[config.mk]
export PLATFORM = sky130hd
export DESIGN_NAME = writeback_arbiter
export DESIGN_NICKNAME = d
export VERILOG_FILES = /design/src/rtl/writeback_arbiter.sv
export SDC_FILE = /design/constraint.sdc
export NUM_CORES = 1
export LEC_CHECK = 0
export BUFFER_PORTS_ARGS = -buffer_cell sky130_fd_sc_hd__buf_2
export CORE_MARGIN = 2
export CORE_UTILIZATION = 55
export CTS_BUF_LIST = sky130_fd_sc_hd__clkbuf_2 sky130_fd_sc_hd__clkbuf_4 sky130_fd_sc_hd__clkbuf_8
export DETAILED_ROUTE_END_ITERATION = 6
export HOLD_SLACK_MARGIN = 0.05
export PLACE_DENSITY = 0.78
export SYNTH_ARGS = -nofsm -noshare
export SYNTH_HDL_FRONTEND = slang
export SYNTH_SLANG_ARGS = --single-unit
[constraint.sdc]
create_clock -name clk -period 3.9 [get_ports clk]
set_input_delay 0.585 -clock clk [delete_from_list [all_inputs] [get_ports clk]]
set_output_delay 0.585 -clock clk [all_outputs]
set_load 0.02 [all_outputs]
[src/rtl/writeback_arbiter.sv]
// ---------------------------------------------------------------------------
// writeback_arbiter
//
// Merges the three writeback sources of the dual-issue core onto the two
// write ports of the register file:
//   - ALU1 owns write port 1 and ALU2 owns write port 2 whenever they carry
//     an active result (valid and rd != x0). These results cannot stall.
//   - Load returns arrive on a valid/ready handshake. They are parked in a
//     small in-order circular buffer and drained into whichever port slots
//     the ALUs leave free that cycle.
//   - A buffered load is older than any ALU result presented while it sits
//     in the buffer. A younger ALU write to the same register therefore
//     makes the load stale, so the load is killed: it still drains in order,
//     but it drives a write enable of 0.
//   - pending_mask exposes the destinations of live buffered loads for the
//     hazard logic.
//
// Ports:
//   clk                         rising-edge clock
//   rst                         asynchronous reset, active low
//   alu1_valid/rd/data          ALU1 result (fixed latency)
//   alu2_valid/rd/data          ALU2 result (fixed latency)
//   ld_valid/ld_rd/ld_data      load return, ld_ready is the buffer's ready
//   reg_write/regd/write_data   register file write port 1 (registered)
//   reg_write2/regd2/write_data2 register file write port 2 (registered)
//   pending_mask                bit r set while a live buffered load targets r
//   buf_count                   occupied buffer entries
// ---------------------------------------------------------------------------
module writeback_arbiter #(
  parameter int DEPTH = 4
) (
  input  logic                   clk,
  input  logic                   rst,
  input  logic                   alu1_valid,
  input  logic [4:0]             alu1_rd,
  input  logic [31:0]            alu1_data,
  input  logic                   alu2_valid,
  input  logic [4:0]             alu2_rd,
  input  logic [31:0]            alu2_data,
  input  logic                   ld_valid,
  output logic                   ld_ready,
  input  logic [4:0]             ld_rd,
  input  logic [31:0]            ld_data,
  output logic                   reg_write,
  output logic [4:0]             regd,
  output logic [31:0]            write_data,
  output logic                   reg_write2,
  output logic [4:0]             regd2,
  output logic [31:0]            write_data2,
  output logic [31:0]            pending_mask,
  output logic [$clog2(DEPTH):0] buf_count
);

  localparam int PW = $clog2(DEPTH);
  localparam int CW = PW + 1;

  // True when an active ALU result in the current cycle targets rd.
  function automatic logic kill_hit(input logic [4:0] rd,
                                    input logic       a1,
                                    input logic [4:0] r1,
                                    input logic       a2,
                                    input logic [4:0] r2);
    return (a1 && (r1 == rd)) || (a2 && (r2 == rd));
  endfunction

  // Buffer state. live_q is cleared on pop, so it alone marks entries that
  // will still write; occupancy is tracked by head/tail/count.
  logic [4:0]    rd_q   [DEPTH];
  logic [4:0]    rd_d   [DEPTH];
  logic          live_q [DEPTH];
  logic          live_d [DEPTH];
  logic [31:0]   data_q [DEPTH];
  logic [PW-1:0] head_q, head_d;
  logic [PW-1:0] tail_q, tail_d;
  logic [CW-1:0] count_q, count_d;

  // Registered write ports.
  logic          reg_write_q,   reg_write_d;
  logic [4:0]    regd_q,        regd_d;
  logic [31:0]   write_data_q,  write_data_d;
  logic          reg_write2_q,  reg_write2_d;
  logic [4:0]    regd2_q,       regd2_d;
  logic [31:0]   write_data2_q, write_data2_d;

  logic          alu1_act, alu2_act;
  logic          accept, enq;
  logic          p1_pop, p2_pop;
  logic [PW-1:0] idx1, idx2;
  logic          p1_live, p2_live;
  logic [CW-1:0] n_pop;
  logic          ld_live;

  // ---- Stage 0: classify sources, pick drain slots --------------------------
  // rd == x0 never writes, so such results are treated as absent.
  assign alu1_act = alu1_valid && (alu1_rd != 5'd0);
  assign alu2_act = alu2_valid && (alu2_rd != 5'd0);

  // Ready comes from registered occupancy only; a pop this cycle does not
  // open a slot until the next cycle. Held low while reset is asserted.
  assign ld_ready = rst && (count_q < CW'(DEPTH));
  assign accept   = ld_valid && ld_ready;
  // A load to x0 completes the handshake but is dropped.
  assign enq      = accept && (ld_rd != 5'd0);
  // Loads are older than the ALU results of the cycle they arrive in.
  assign ld_live  = !kill_hit(ld_rd, alu1_act, alu1_rd, alu2_act, alu2_rd);

  // Free slots are filled in port order; the head always lands on the lower
  // port so program order is kept between the two drained entries.
  assign p1_pop  = !alu1_act && (count_q != '0);
  assign p2_pop  = !alu2_act && (count_q > CW'(p1_pop));
  assign idx1    = head_q;
  assign idx2    = head_q + PW'(p1_pop);
  assign n_pop   = CW'(p1_pop) + CW'(p2_pop);

  // An entry drained in the same cycle as a matching ALU write is already
  // stale and must not reach the register file.
  assign p1_live = p1_pop && live_q[idx1] &&
                   !kill_hit(rd_q[idx1], alu1_act, alu1_rd, alu2_act, alu2_rd);
  assign p2_live = p2_pop && live_q[idx2] &&
                   !kill_hit(rd_q[idx2], alu1_act, alu1_rd, alu2_act, alu2_rd);

  always_comb begin
    head_d  = head_q + PW'(n_pop);
    tail_d  = enq ? tail_q + PW'(1) : tail_q;
    count_d = count_q + CW'(enq) - n_pop;

    for (int i = 0; i < DEPTH; i++) begin
      rd_d[i]   = rd_q[i];
      live_d[i] = live_q[i] &&
                  !kill_hit(rd_q[i], alu1_act, alu1_rd, alu2_act, alu2_rd);
    end
    if (p1_pop) live_d[idx1] = 1'b0;
    if (p2_pop) live_d[idx2] = 1'b0;
    // The tail slot is never one of the popped slots: enqueue requires
    // count < DEPTH, so the tail points past every occupied entry.
    if (enq) begin
      rd_d[tail_q]   = ld_rd;
      live_d[tail_q] = ld_live;
    end
  end

  always_comb begin
    reg_write_d   = 1'b0;
    regd_d        = regd_q;
    write_data_d  = write_data_q;
    reg_write2_d  = 1'b0;
    regd2_d       = regd2_q;
    write_data2_d = write_data2_q;

    if (alu1_act) begin
      reg_write_d  = 1'b1;
      regd_d       = alu1_rd;
      write_data_d = alu1_data;
    end else if (p1_live) begin
      reg_write_d  = 1'b1;
      regd_d       = rd_q[idx1];
      write_data_d = data_q[idx1];
    end

    if (alu2_act) begin
      reg_write2_d  = 1'b1;
      regd2_d       = alu2_rd;
      write_data2_d = alu2_data;
    end else if (p2_live) begin
      reg_write2_d  = 1'b1;
      regd2_d       = rd_q[idx2];
      write_data2_d = data_q[idx2];
    end
  end

  // ---- Stage 1: registered buffer state and write ports ---------------------
  always_ff @(posedge clk or negedge rst) begin
    if (!rst) begin
      head_q  <= '0;
      tail_q  <= '0;
      count_q <= '0;
      for (int i = 0; i < DEPTH; i++) begin
        rd_q[i]   <= 5'd0;
        live_q[i] <= 1'b0;
      end
      reg_write_q   <= 1'b0;
      regd_q        <= 5'd0;
      write_data_q  <= 32'd0;
      reg_write2_q  <= 1'b0;
      regd2_q       <= 5'd0;
      write_data2_q <= 32'd0;
    end else begin
      head_q  <= head_d;
      tail_q  <= tail_d;
      count_q <= count_d;
      for (int i = 0; i < DEPTH; i++) begin
        rd_q[i]   <= rd_d[i];
        live_q[i] <= live_d[i];
      end
      reg_write_q   <= reg_write_d;
      regd_q        <= regd_d;
      write_data_q  <= write_data_d;
      reg_write2_q  <= reg_write2_d;
      regd2_q       <= regd2_d;
      write_data2_q <= write_data2_d;
    end
  end

  // Payload storage carries no reset: an entry's data is only read while
  // live_q marks it valid.
  always_ff @(posedge clk) begin
    if (enq) data_q[tail_q] <= ld_data;
  end

  always_comb begin
    pending_mask = 32'd0;
    for (int i = 0; i < DEPTH; i++) begin
      if (live_q[i]) pending_mask[rd_q[i]] = 1'b1;
    end
  end

  assign buf_count   = count_q;
  assign reg_write   = reg_write_q;
  assign regd        = regd_q;
  assign write_data  = write_data_q;
  assign reg_write2  = reg_write2_q;
  assign regd2       = regd2_q;
  assign write_data2 = write_data2_q;

endmodule

---- Yosys cells after proc, flatten, opt, wreduce, memory -nomap -nowiden ----
Memories as Yosys holds them, arrays and structs flattened.
Cells that the tools add are included.
storage, ports and cells
  flip-flop bits (word level) ............. 107
  RAM bits ................................ 128
  memories ................................ 1
  bits of input ports ..................... 116
  output and inout port bits .............. 112
  word-level logic and storage cells ...... 173
cells by class
  add/subtract/negate cells ............... 6
  eq/ne operators ......................... 14
  $lt $le $gt $ge ......................... 16
  muxes and demuxes ....................... 51
  reductions and logical operators ........ 58
  bitwise logic cells ..................... 10
memories
  name    words  width  read ports  clocked after memory_dff  write ports  RTL line  source
  data_q  4      32     2           0                         1            72        logic [31:0] data_q [DEPTH];
operator list
  cell                  count
  $mux W32              8
  $or A32 B32 Y32       3
  $eq A5 B5 Y1          14
  $mux W5               9
  $logic_and A1 B1 Y1   36
  $lt A5 B6 Y1 const B  4
  $bmux W5 S2           2
  $bwmux W20            1
  $demux W1 S5          4
  $ge A5 B1 Y1 const B  4
  $mux W1               17
  $reduce_bool A5 Y1    3
  $mux W4               3
  $demux W5 S2          1
  $ge A3 B3 Y1 const B  3
  $logic_not A1 Y1      9
  $lt A3 B1 Y1 const B  3
  $not A2 Y3            3
  $and A4 B4 Y4         2
  $not A4 Y4            2
  $logic_or A1 B1 Y1    7
  $demux W1 S2          3
  $bmux W1 S2           2
  $bwmux W4             1
  other kinds (10)      11

---- Depth between registers and ports, before layout ----
Gate-level depths: netlist (run 1).
  depth after elaboration ................. 16
  mapped depth ............................ 15
  gate-level depth less buffers ........... 11

---- Worst setup path after synthesis (run 1) ----
Ideal clock, no wire load.
  kind .................................... input-to-reg
  start ................................... in alu1_rd[4]
  end ..................................... reg count_q[2], in the netlist buf_count[2]
  buffers on the path ..................... 5
  arrival time ............................ 3.843 ns
  required time ........................... 3.768 ns
  library setup time ...................... 0.132 ns
  stages .................................. 15
  path slack .............................. -0.074 ns
  path through ............................ clkbuf_1 -> or3_1 -> a211o_1 -> buf_2 -> inv_1 -> buf_2 -> buf_2 -> buf_1 -> ha_1 -> ha_1 -> inv_1 -> ha_1 -> fa_1 -> xor2_1 -> xnor2_1
on the way
  word-level cells in the longest chain between the ends .. 8
RTL lines
  what                   RTL line  source
  from (decl)            35        input logic [4:0] alu1_rd,
  $reduce_bool A5 Y1 *   95        assign alu1_act = alu1_valid && (alu1_rd != 5'd0);
  $logic_and A1 B1 Y1 *  95
  $logic_not A1 Y1 *     109       assign p1_pop = !alu1_act && (count_q != '0);
  $logic_and A1 B1 Y1 *  109
  $gt A3 B1 Y1           110       assign p2_pop = !alu2_act && (count_q > CW'(p1_pop));
  $logic_and A1 B1 Y1    110
  $add A1 B1 Y2 *        113       assign n_pop = CW'(p1_pop) + CW'(p2_pop);
  $sub A3 B2 Y3 *        125       count_d = count_q + CW'(enq) - n_pop;
  via count_d[2]         75        logic [CW-1:0] count_q, count_d;
  to (signal assigned)   190       count_q <= count_d;
  to (decl)              75
The timed path passes the listed nets; every way through them passes the cells marked *.
A chain may end at the register's enable or synchronous reset.

---- Worst setup path after layout (run 1) ----
  start ................................... reg count_q[0], in the netlist buf_count[0]
  end ..................................... reg write_data2_q[4], in the netlist write_data2[4]
on the way
  word-level cells in the longest chain between the ends .. 13
  elaborated cells on any way between the ends .. 24
  those cells by class .................... add/sub: 1; order compare: 1; eq/ne: 2; mux: 8; bitwise: 1; reduce/logical: 10; memory: 1
RTL lines
  what                                        RTL line  source
  $reduce_bool A3 Y1                          109
  $logic_and A1 B1 Y1                         109
  $add A2 B1 Y2                               112       assign idx2 = head_q + PW'(p1_pop);
  $not A2 Y3 (not written as such)            119, 120
  $bmux W5 S2                                 120       !kill_hit(rd_q[idx2], alu1_act, alu1_rd, alu2_act, alu2_rd);
  $mux W5 (not written as such) (2 in a row)  120
  $eq A5 B5 Y1                                63        return (a1 && (r1 == rd)) || (a2 && (r2 == rd));
  $logic_and A1 B1 Y1                         63
  $logic_or A1 B1 Y1                          63
  $logic_not A1 Y1                            120
  $logic_and A1 B1 Y1                         119       assign p2_live = p2_pop && live_q[idx2] &&
  $reduce_bool A2 Y1 (no source line)         -
  to (signal assigned)                        200       write_data2_q <= write_data2_d;
  to (decl)                                   83        logic [31:0] write_data2_q, write_data2_d;
Parallel ways exist; a longest one is shown, timed or not. The select of a mux whose other input is x is not followed.

==> results by group, run 1 <==
Status
  – Status: finished, final reports clean

Floorplan
  – CORE AREA: roughly 24000 um2
  – Rows: 57
  – Die Y: 160.1 um
  – Chip Width: ~160 um
  – Initial core utilization: a little under three fifths
  – Num ports: around 230
  – Full die area: between 20000 and 30000 um2

Yosys
  – Flops & latches, synth: between 200 and 250
  – Distinct cell type count after synthesis: 51
  – Post-synthesis cell area: ~13000 um2
  – Top-count cell post-synth: nand2_1
  – Ys async rst share: 45.53%
  – YS warnings: 0
  – EDFF count, synth: 128
  – Synth area leader: edfxtp_1
  – Syn Area/Cell: 10.07 um2
  – Synth Instances: 1331
  – Most used DFF post-synth: edfxtp_1
  – Sequential area share after synthesis: 48.66%
  – Commonest cells in the synthesized netlist: 193 x nand2_1, 128 x edfxtp_1, 109 x nand3_1
  – Top cells by area, synth: edfxtp_1 29%, dfrtp_1 20%, nand2_1 5.4%
  – Synthesized netlist net count: 1457
  – Top-area cell type share of the netlist area: between 20% and 30%

Power
  – VDD IR max: 0.5493 mV
  – Leakage power: 6.527 nW
  – Tot Pwr: about 12 mW
  – PwrDens: approximately 780 nW/um2

Detailed routing
  – Wire per inst: between 20 and 25 um
  – Uppermost layer routed: met4
  – Total routed wirelength: 39.00 mm
  – Drt drc: 0
  – M1 WL: 15.60 mm
  – Wire length on met3: roughly 3.7 mm
  – DRT iter0 DRCs: between 1000 and 1500
  – Via count: roughly 12000
  – Antenna Nets Post-Route: 0
  – Metal2 WL: 18.42 mm
  – DR pass1 iterations: 6
  – Vias per std cell: around 6.2

Cells and area
  – Final net count: roughly 1600
  – Fillcell total: 1941
  – Final Cell Area: about 16000 um2
  – Post-layout util: between 60% and 70%
  – Layout cell share with drive strength beyond 1: 27.90%
  – Area grow syn2layout: 17.01%

Placement
  – DP Area: roughly 15000 um2
  – Post-place setup slack: 0.3799 ns
  – RePlAce Congestion: 0.9065
  – PortBufs: approximately 230
  – DP HPWL: 25.30 mm

Critical path
  – Worst EP required: ~4.3 ns
  – FF-to-FF setup slack: approximately 0.72 ns
  – Kind of end point of the critical path: flop
  – CP Class: flop to flop
  – Crit path DAT: approximately 3.6 ns
  – Worst-path fanout max: 37
  – CP Launch Type: flop

Timing
  – Final Worst Setup Slack: 0.7176 ns
  – Highest clock rate: 314.2 MHz
  – Setup Total Neg Slack: 0 ns
  – Worst Tran Pin Value: slightly above 0.9 ns
  – Tmin final: ~3.2 ns
  – Clock Skew: approximately 0.019 ns
  – Setup violations, final: 0
  – Final Max Tran Viols: 0
  – Final Hold Vio Count: 0
  – Period utilization: around four fifths
  – Max-slew headroom: a little under two fifths
  – RSZ-0062 raised after global routing: false

Clock network
  – Clk slew on worst S/H paths: about 0.07 ns
  – CTS root buffer: clkbuf_8
  – Number of clock sinks: 235
  – Skew-Pair Late Insertion Delay: about 0.53 ns
  – Cts bufs inserted: 40
  – Gates resized, CTS repair: 0
  – Post-CTS Setup Bufs: 0
  – # H-tree levels: 2
  – Worst-case clock buffer depth: 3
  – CTS tree: done
  – Hold-fix buffers, CTS: 0

Global route
  – Gr ovfl total: 0
  – Tot GR Track Use: a little under a third
  – Initial antenna violation count: 6
  – Vias in the first global route: between 10000 and 15000
  – Largest net degree at the start of global routing: 119
  – Global-route wire length before repair: about 61 mm

Run
  – Maxcap violations: 0

Worst hold path
  – HP Class: input pin to asynchronous set/reset pin
-- state kept, by name (all words and copies together) (netlist names) --
name         flops
data_q         128
regd2            5
write_data      32
live_q           4
regd             5
buf_count        3
write_data2     32
head_q           2
rd_q            20
reg_write2       1
tail_q           2
reg_write        1
-- critical path, stage by stage (launching register included) --
cell,delay (ns)
dfrtp_1,0.41
nor3_1,0.48
a211o_2,0.26
inv_2,0.05
buf_4,0.26
nand3_1,0.14
o211ai_1,0.12
or4_2,0.74
buf_4,0.31
nand3_1,0.16
o211ai_2,0.09
-- metal layers --
metal  track usage, %  vias to the layer above
li1                 -                     5297
met1            40.59                     5650
met2            48.11                      664
met3            5.844                      108
met4            11.83                        0
met5                0                        -
-- power breakdown --
part | switching, mW | total (mW) | internal [mW]
Clock | 1.00 | 2.38 | 1.37
Sequential | 0.551 | 3.80 | 3.25
Combinational | 3.74 | 5.99 | 2.25
Total | 5.29 | 12.2 | 6.87
-- cell usage in the layout, fill, tap and decap left out, types with 10 or more instances in the layout --
cell type and count:
o211ai_2 18, o22ai_1 15, a221oi_1 18, xnor2_1 36
o221ai_1 19, nand3_1 109, o21ai_0 87, dfrtp_1 105
xor2_1 30, mux2i_1 65, nand3b_1 10, nor2_1 51
buf_2 226, edfxtp_1 128, mux2_2 51, a32oi_1 13
a21oi_1 80, nor3_1 10, clkbuf_8 51, a22oi_1 38
buf_4 41, nor2b_1 10, nand2_1 193
-- kinds of logic (layout without fill, tap and decap cells) --
family                   count (synthesis)  in the layout  share of synthesized area (%)
XOR/XNOR                                66             66                          4.314
adder cells (fa/ha/maj)                 10             10                         0.9898
AO/OA/AOI/OAI                          325            325                          16.27
AND/OR/NAND/NOR                        432            432                          14.88
multiplexers                           124            124                          10.49
buffers and inverters                  139            353                          4.398
other                                    0              7                              0
flip-flops                             235            235                          48.66
-- layout make-up --
cell class	count	area (um2)	share of cell area (%)
inverter	12	45.04	0.2873
clock inverter	15	126.4	0.8059
timing repair buffer	269	1479	9.432
clock buffer	57	747.0	4.764
tap	324	405.4	2.585
antenna	7	17.52	0.1117
sequential	235	6529	41.64
multi-input combinational	957	6331	40.38
-- stage by stage --
stage | cells | hold WS, ns
5_1_grt | 1874 | 0.2355
4_1_cts | 1869 | 0.2191
3_5_place_dp | 1797 | 0.5001
2_1_floorplan | 1331 | 0.2894
6_report | 1876 | 0.2098
3_3_place_gp | 1797 | 0.4945
-- final timing paths --
kind	from	endpoint	cells after the start
setup / recovery	buf_count[0]	write_data2[4]	10
hold / removal	rst	rd_q[10]	2
setup reg to reg	buf_count[0]	write_data2[4]	10
hold reg to reg	write_data2[15]	write_data2[15]	2
max in group asynchronous	rst	head_q[1]	3
min in group clk	alu2_data[31]	write_data2[31]	3
No activity file was read; power rests on OpenSTA's default activity.
==> run 2: changes to the inputs <==
--- a/config.mk
+++ b/config.mk
@@ -5,13 +5,14 @@
 export SDC_FILE = /design/constraint.sdc
 export NUM_CORES = 1
 export LEC_CHECK = 0
+export ABC_AREA = 1
 export BUFFER_PORTS_ARGS = -buffer_cell sky130_fd_sc_hd__buf_2
 export CORE_MARGIN = 2
-export CORE_UTILIZATION = 55
+export CORE_UTILIZATION = 53
 export CTS_BUF_LIST = sky130_fd_sc_hd__clkbuf_2 sky130_fd_sc_hd__clkbuf_4 sky130_fd_sc_hd__clkbuf_8
 export DETAILED_ROUTE_END_ITERATION = 6
 export HOLD_SLACK_MARGIN = 0.05
-export PLACE_DENSITY = 0.78
+export PLACE_DENSITY = 0.79
 export SYNTH_ARGS = -nofsm -noshare
 export SYNTH_HDL_FRONTEND = slang
 export SYNTH_SLANG_ARGS = --single-unit
==> constraint.sdc (replaced) <==
create_clock -name clk -period 2.7 [get_ports clk]
set_input_delay 0.405 -clock clk [delete_from_list [all_inputs] [get_ports clk]]
set_output_delay 0.405 -clock clk [all_outputs]
set_load 0.02 [all_outputs]
==> run 2 against run 1 <==
  * Synthesized cell count rose by 25%
  * Sequential power rose by 44%
  * Register-to-register slack got worse by 0.55 ns
  * Count of clock-buffer cells in the layout rose by 3
  * Critical endpoint is now pending_mask[16]
  * Highest routed layer is now met5
==> results by group, run 2 <==
Critical path
  – Origin of the critical flop-to-flop path: buf_count[1]
  – Kind of end point of the critical path: primary output
  – Worst EP required: 2.30 ns (-1.99 ns)
  – Crit path DAT: 2.21 ns (-1.37 ns)
  – FF-to-FF setup slack: 0.17 ns (-0.55 ns)
  – Worst-path fanout max: 6 (-84%)
  – CP Class: flop to primary output
  – Reg2Reg Depth: 11 (+1)
  – CP Launch Type: flop
  – Reg2reg end: buf_count[2]

Timing
  – Setup Total Neg Slack: 0 ns (unchanged)
  – Final Max Tran Viols: 0 (unchanged)
  – Highest clock rate: 381.8 MHz
  – Final Hold Vio Count: 0 (unchanged)
  – Clock Skew: 0.03062 ns (+0.01180 ns)
  – Final Worst Setup Slack: 0.08069 ns (-0.6369 ns)
  – RSZ-0062 raised after global routing: false
  – Period utilization: about 97%
  – Fin Hold WS: 0.06363 ns (-0.1462 ns)
  – Max-slew headroom: 31.92% (-5.3 points)
  – Tmin final: 2.619 ns
  – Worst Tran Pin Value: 1.021 ns (+0.08569 ns)
  – Setup violations, final: 0 (unchanged)

Yosys
  – Syn Area/Cell: 8.052 um2 (-20%)
  – Synth Instances: 1670 (+25%)
  – Sequential area share after synthesis: 48.50% (-0.17 points)
  – Synthesized netlist net count: 1796 (+23%)
  – XOR/XNOR share of the synthesized area: 3.452% (-0.86 points)
  – Ys async rst share: 45.53% (unchanged)
  – EDFF count, synth: 128 (unchanged)
  – Largest family of logic cells by synthesized area: simple AND/OR/NAND/NOR gates
  – YS warnings: 0 (unchanged)
  – Post-synthesis cell area: 13450 um2 (+0.35%)
  – Commonest cells in the synthesized netlist: 526 x nand2_1, 138 x inv_1, 138 x nand3_1
  – Flops & latches, synth: 235 (unchanged)
  – Post-synthesis compound-gate area fraction: 14.43% (-1.8 points)
  – Top-area cell type share of the netlist area: 28.58% (-0.099 points)
  – Most used DFF post-synth: edfxtp_1
  – Adder-Cell Fraction of Synth Area: 0.9863% (-0.0034 points)
  – Top-count cell post-synth: nand2_1
  – Synth area leader: edfxtp_1
  – Post-Synth Simple-Gate Area: 23.67% (+8.8 points)
  – Mux cell area share after synthesis: 0% (-10 points)
  – Top cells by area, synth: edfxtp_1 29%, dfrtp_1 20%, nand2_1 15%
  – Distinct cell type count after synthesis: 35 (-31%)

Cells and area
  – Layout cell share with drive strength beyond 1: 20.51% (-7.4 points)
  – Area of the multi-input gates: 5772 um2 (-8.8%)
  – Fin cells: 2262 (+21%)
  – Fillcell total: 2176 (+12%)
  – Final net count: 2027 (+24%)
  – Reg with most FFs: data_q
  – Max reg flops: 128 (unchanged)
  – Most common library cell in the layout ignoring fill and taps: nand2_1
  – Area grow syn2layout: 18.39%
  – Commonest cells after routing, fill and taps aside: 522 x nand2_1, 226 x buf_2, 138 x nand3_1, 138 x inv_1, 128 x edfxtp_1
  – Sequential cell area: 6529 um2 (unchanged)

Clock network
  – CTS tree: done
  – Clk slew on worst S/H paths: 0.06 ns (about the same)
  – Number of clock sinks: 235 (unchanged)
  – CTS root buffer: clkbuf_8
  – Cts bufs inserted: 40 (unchanged)
  – # H-tree levels: 2 (unchanged)
  – Worst-case clock buffer depth: 3 (unchanged)
  – Skew-Pair Late Insertion Delay: 0.56 ns (+0.03 ns)

Placement
  – DP HPWL: 31.72 mm (+25%)
  – Placed insts: 2186 (+22%)
  – PortBufs: 227 (unchanged)
  – Post-place setup slack: 0.002719 ns (-0.3772 ns)
  – RePlAce Congestion: 1.005 (+11%)

Run
  – Maxcap violations: 0 (unchanged)

Global route
  – Largest net degree at the start of global routing: 85 (-29%)
  – Vias in the first global route: 12090 (+4.3%)
  – Initial antenna violation count: 3 (-3)
  – Gr ovfl total: 0 (unchanged)
  – Tot GR Track Use: 33.18% (+3.2 points)
  – Global-route wire length before repair: 67.39 mm (+9.7%)

Floorplan
  – Full die area: 26660 um2 (+4.0%)
  – Num ports: 228 (unchanged)
  – Die Y: 163.3 um (+2.0%)
  – CORE AREA: 25040 um2 (+3.9%)
  – Chip Width: 163.3 um (+2.0%)
  – Rows: 58 (+1.8%)
  – Initial core utilization: 53.71% (-1.9 points)

Power
  – Tot Pwr: 18.32 mW (+51%)
  – VDD IR max: 0.6038 mV (+9.9%)
  – Leakage power: 7.515 nW (+15%)
  – PwrDens: 1151 nW/um2 (+48%)

Detailed routing
  – Wire per inst: 19.89 um (-4.3%)
  – Total routed wirelength: 44.99 mm (+15%)
  – Vias per std cell: 5.793 (-7.3%)
  – Drt drc: 0 (unchanged)
  – Antenna Nets Post-Route: 0 (unchanged)
  – Via count: 13100 (+12%)
  – DRT iter0 DRCs: 1862 (+34%)
  – DR pass1 iterations: 6 (unchanged)

Worst hold path
  – Hold Path End: data_q[2][25]
  – Hold wc startpoint: ld_data[25]
  – Hold depth: 1
  – HP Class: input pin to flop

Status
  – Status: finished, final reports clean
run 2: cell type report:
class                      count  share of cell area (%)
antenna                        1                 0.01572
clock buffer                  60                   4.559
clock inverter                12                  0.5816
inverter                     138                   3.254
multi-input combinational   1173                   36.26
sequential                   235                   41.01
tap                          330                   2.594
timing repair buffer         313                   11.73
run 2: cells by family after synthesis:
| group | after synthesis |
|---|---|
| DFF | 235 |
| xor gates and xnor gates | 53 |
| and+or+nand+nor | 773 |
| AOI/OAI and AO/OA | 337 |
| adders and majority gates | 10 |
| buffers and inverters | 262 |
run 2: worst max-delay path: stages, from the launching register on:
cell and delay (ns):
dfrtp_1 0.51, buf_4 0.23, inv_1 0.13, nand3_1 0.22, o221ai_1 0.34, buf_2 0.24
run 2: timing repair:
action,4_1_cts,5_1_grt
resized for setup,1,10
hold buffers,3,0
setup endpoints to repair,1,14
endpoints found under the hold margin,37,0
buffers inserted,0,0
run 2: routing by layer:
layer | up-vias | GRT usage, % | wire (um)
li1 | 6064 | - | -
met1 | 6080 | 44.57 | 18240
met2 | 811 | 51.32 | 20100
met3 | 145 | 7.237 | 4655
met4 | 4 | 15.77 | 1965
met5 | - | 0 | 27
run 2: worst max path at each step:
stage / startpoint / end / slack [ns] / cells past startpoint
2_1_floorplan: alu1_rd[2] / buf_count[2] / 0.06 / 15
3_3_place_gp: alu1_rd[1] / buf_count[2] / 0.11 / 14
3_5_place_dp: alu1_rd[1] / buf_count[2] / 0.003 / 14
4_1_cts: rd_q[19] / pending_mask[12] / 0.01 / 5
5_1_grt: live_q[3] / pending_mask[11] / 0.02 / 6
6_report: rd_q[2] / pending_mask[16] / 0.08 / 5
run 2: power breakdown:
group | internal (mW) | total (mW) | switching (mW) | leakage (nW)
Combinational | 2.94 | 9.53 | 6.59 | 4.61
Clock | 1.82 | 3.31 | 1.49 | 0.435
Sequential | 4.73 | 5.48 | 0.751 | 2.47
Total | 9.49 | 18.3 | 8.83 | 7.52
run 2: through the flow:
stage / area (um2) / utilization, %
3_3_place_gp: 15030 / 60.02
4_1_cts: 15880 / 63.43
6_report: 15920 / 63.58
2_1_floorplan: 13450 / -
5_1_grt: 15920 / 63.58
3_5_place_dp: 15030 / 60.02
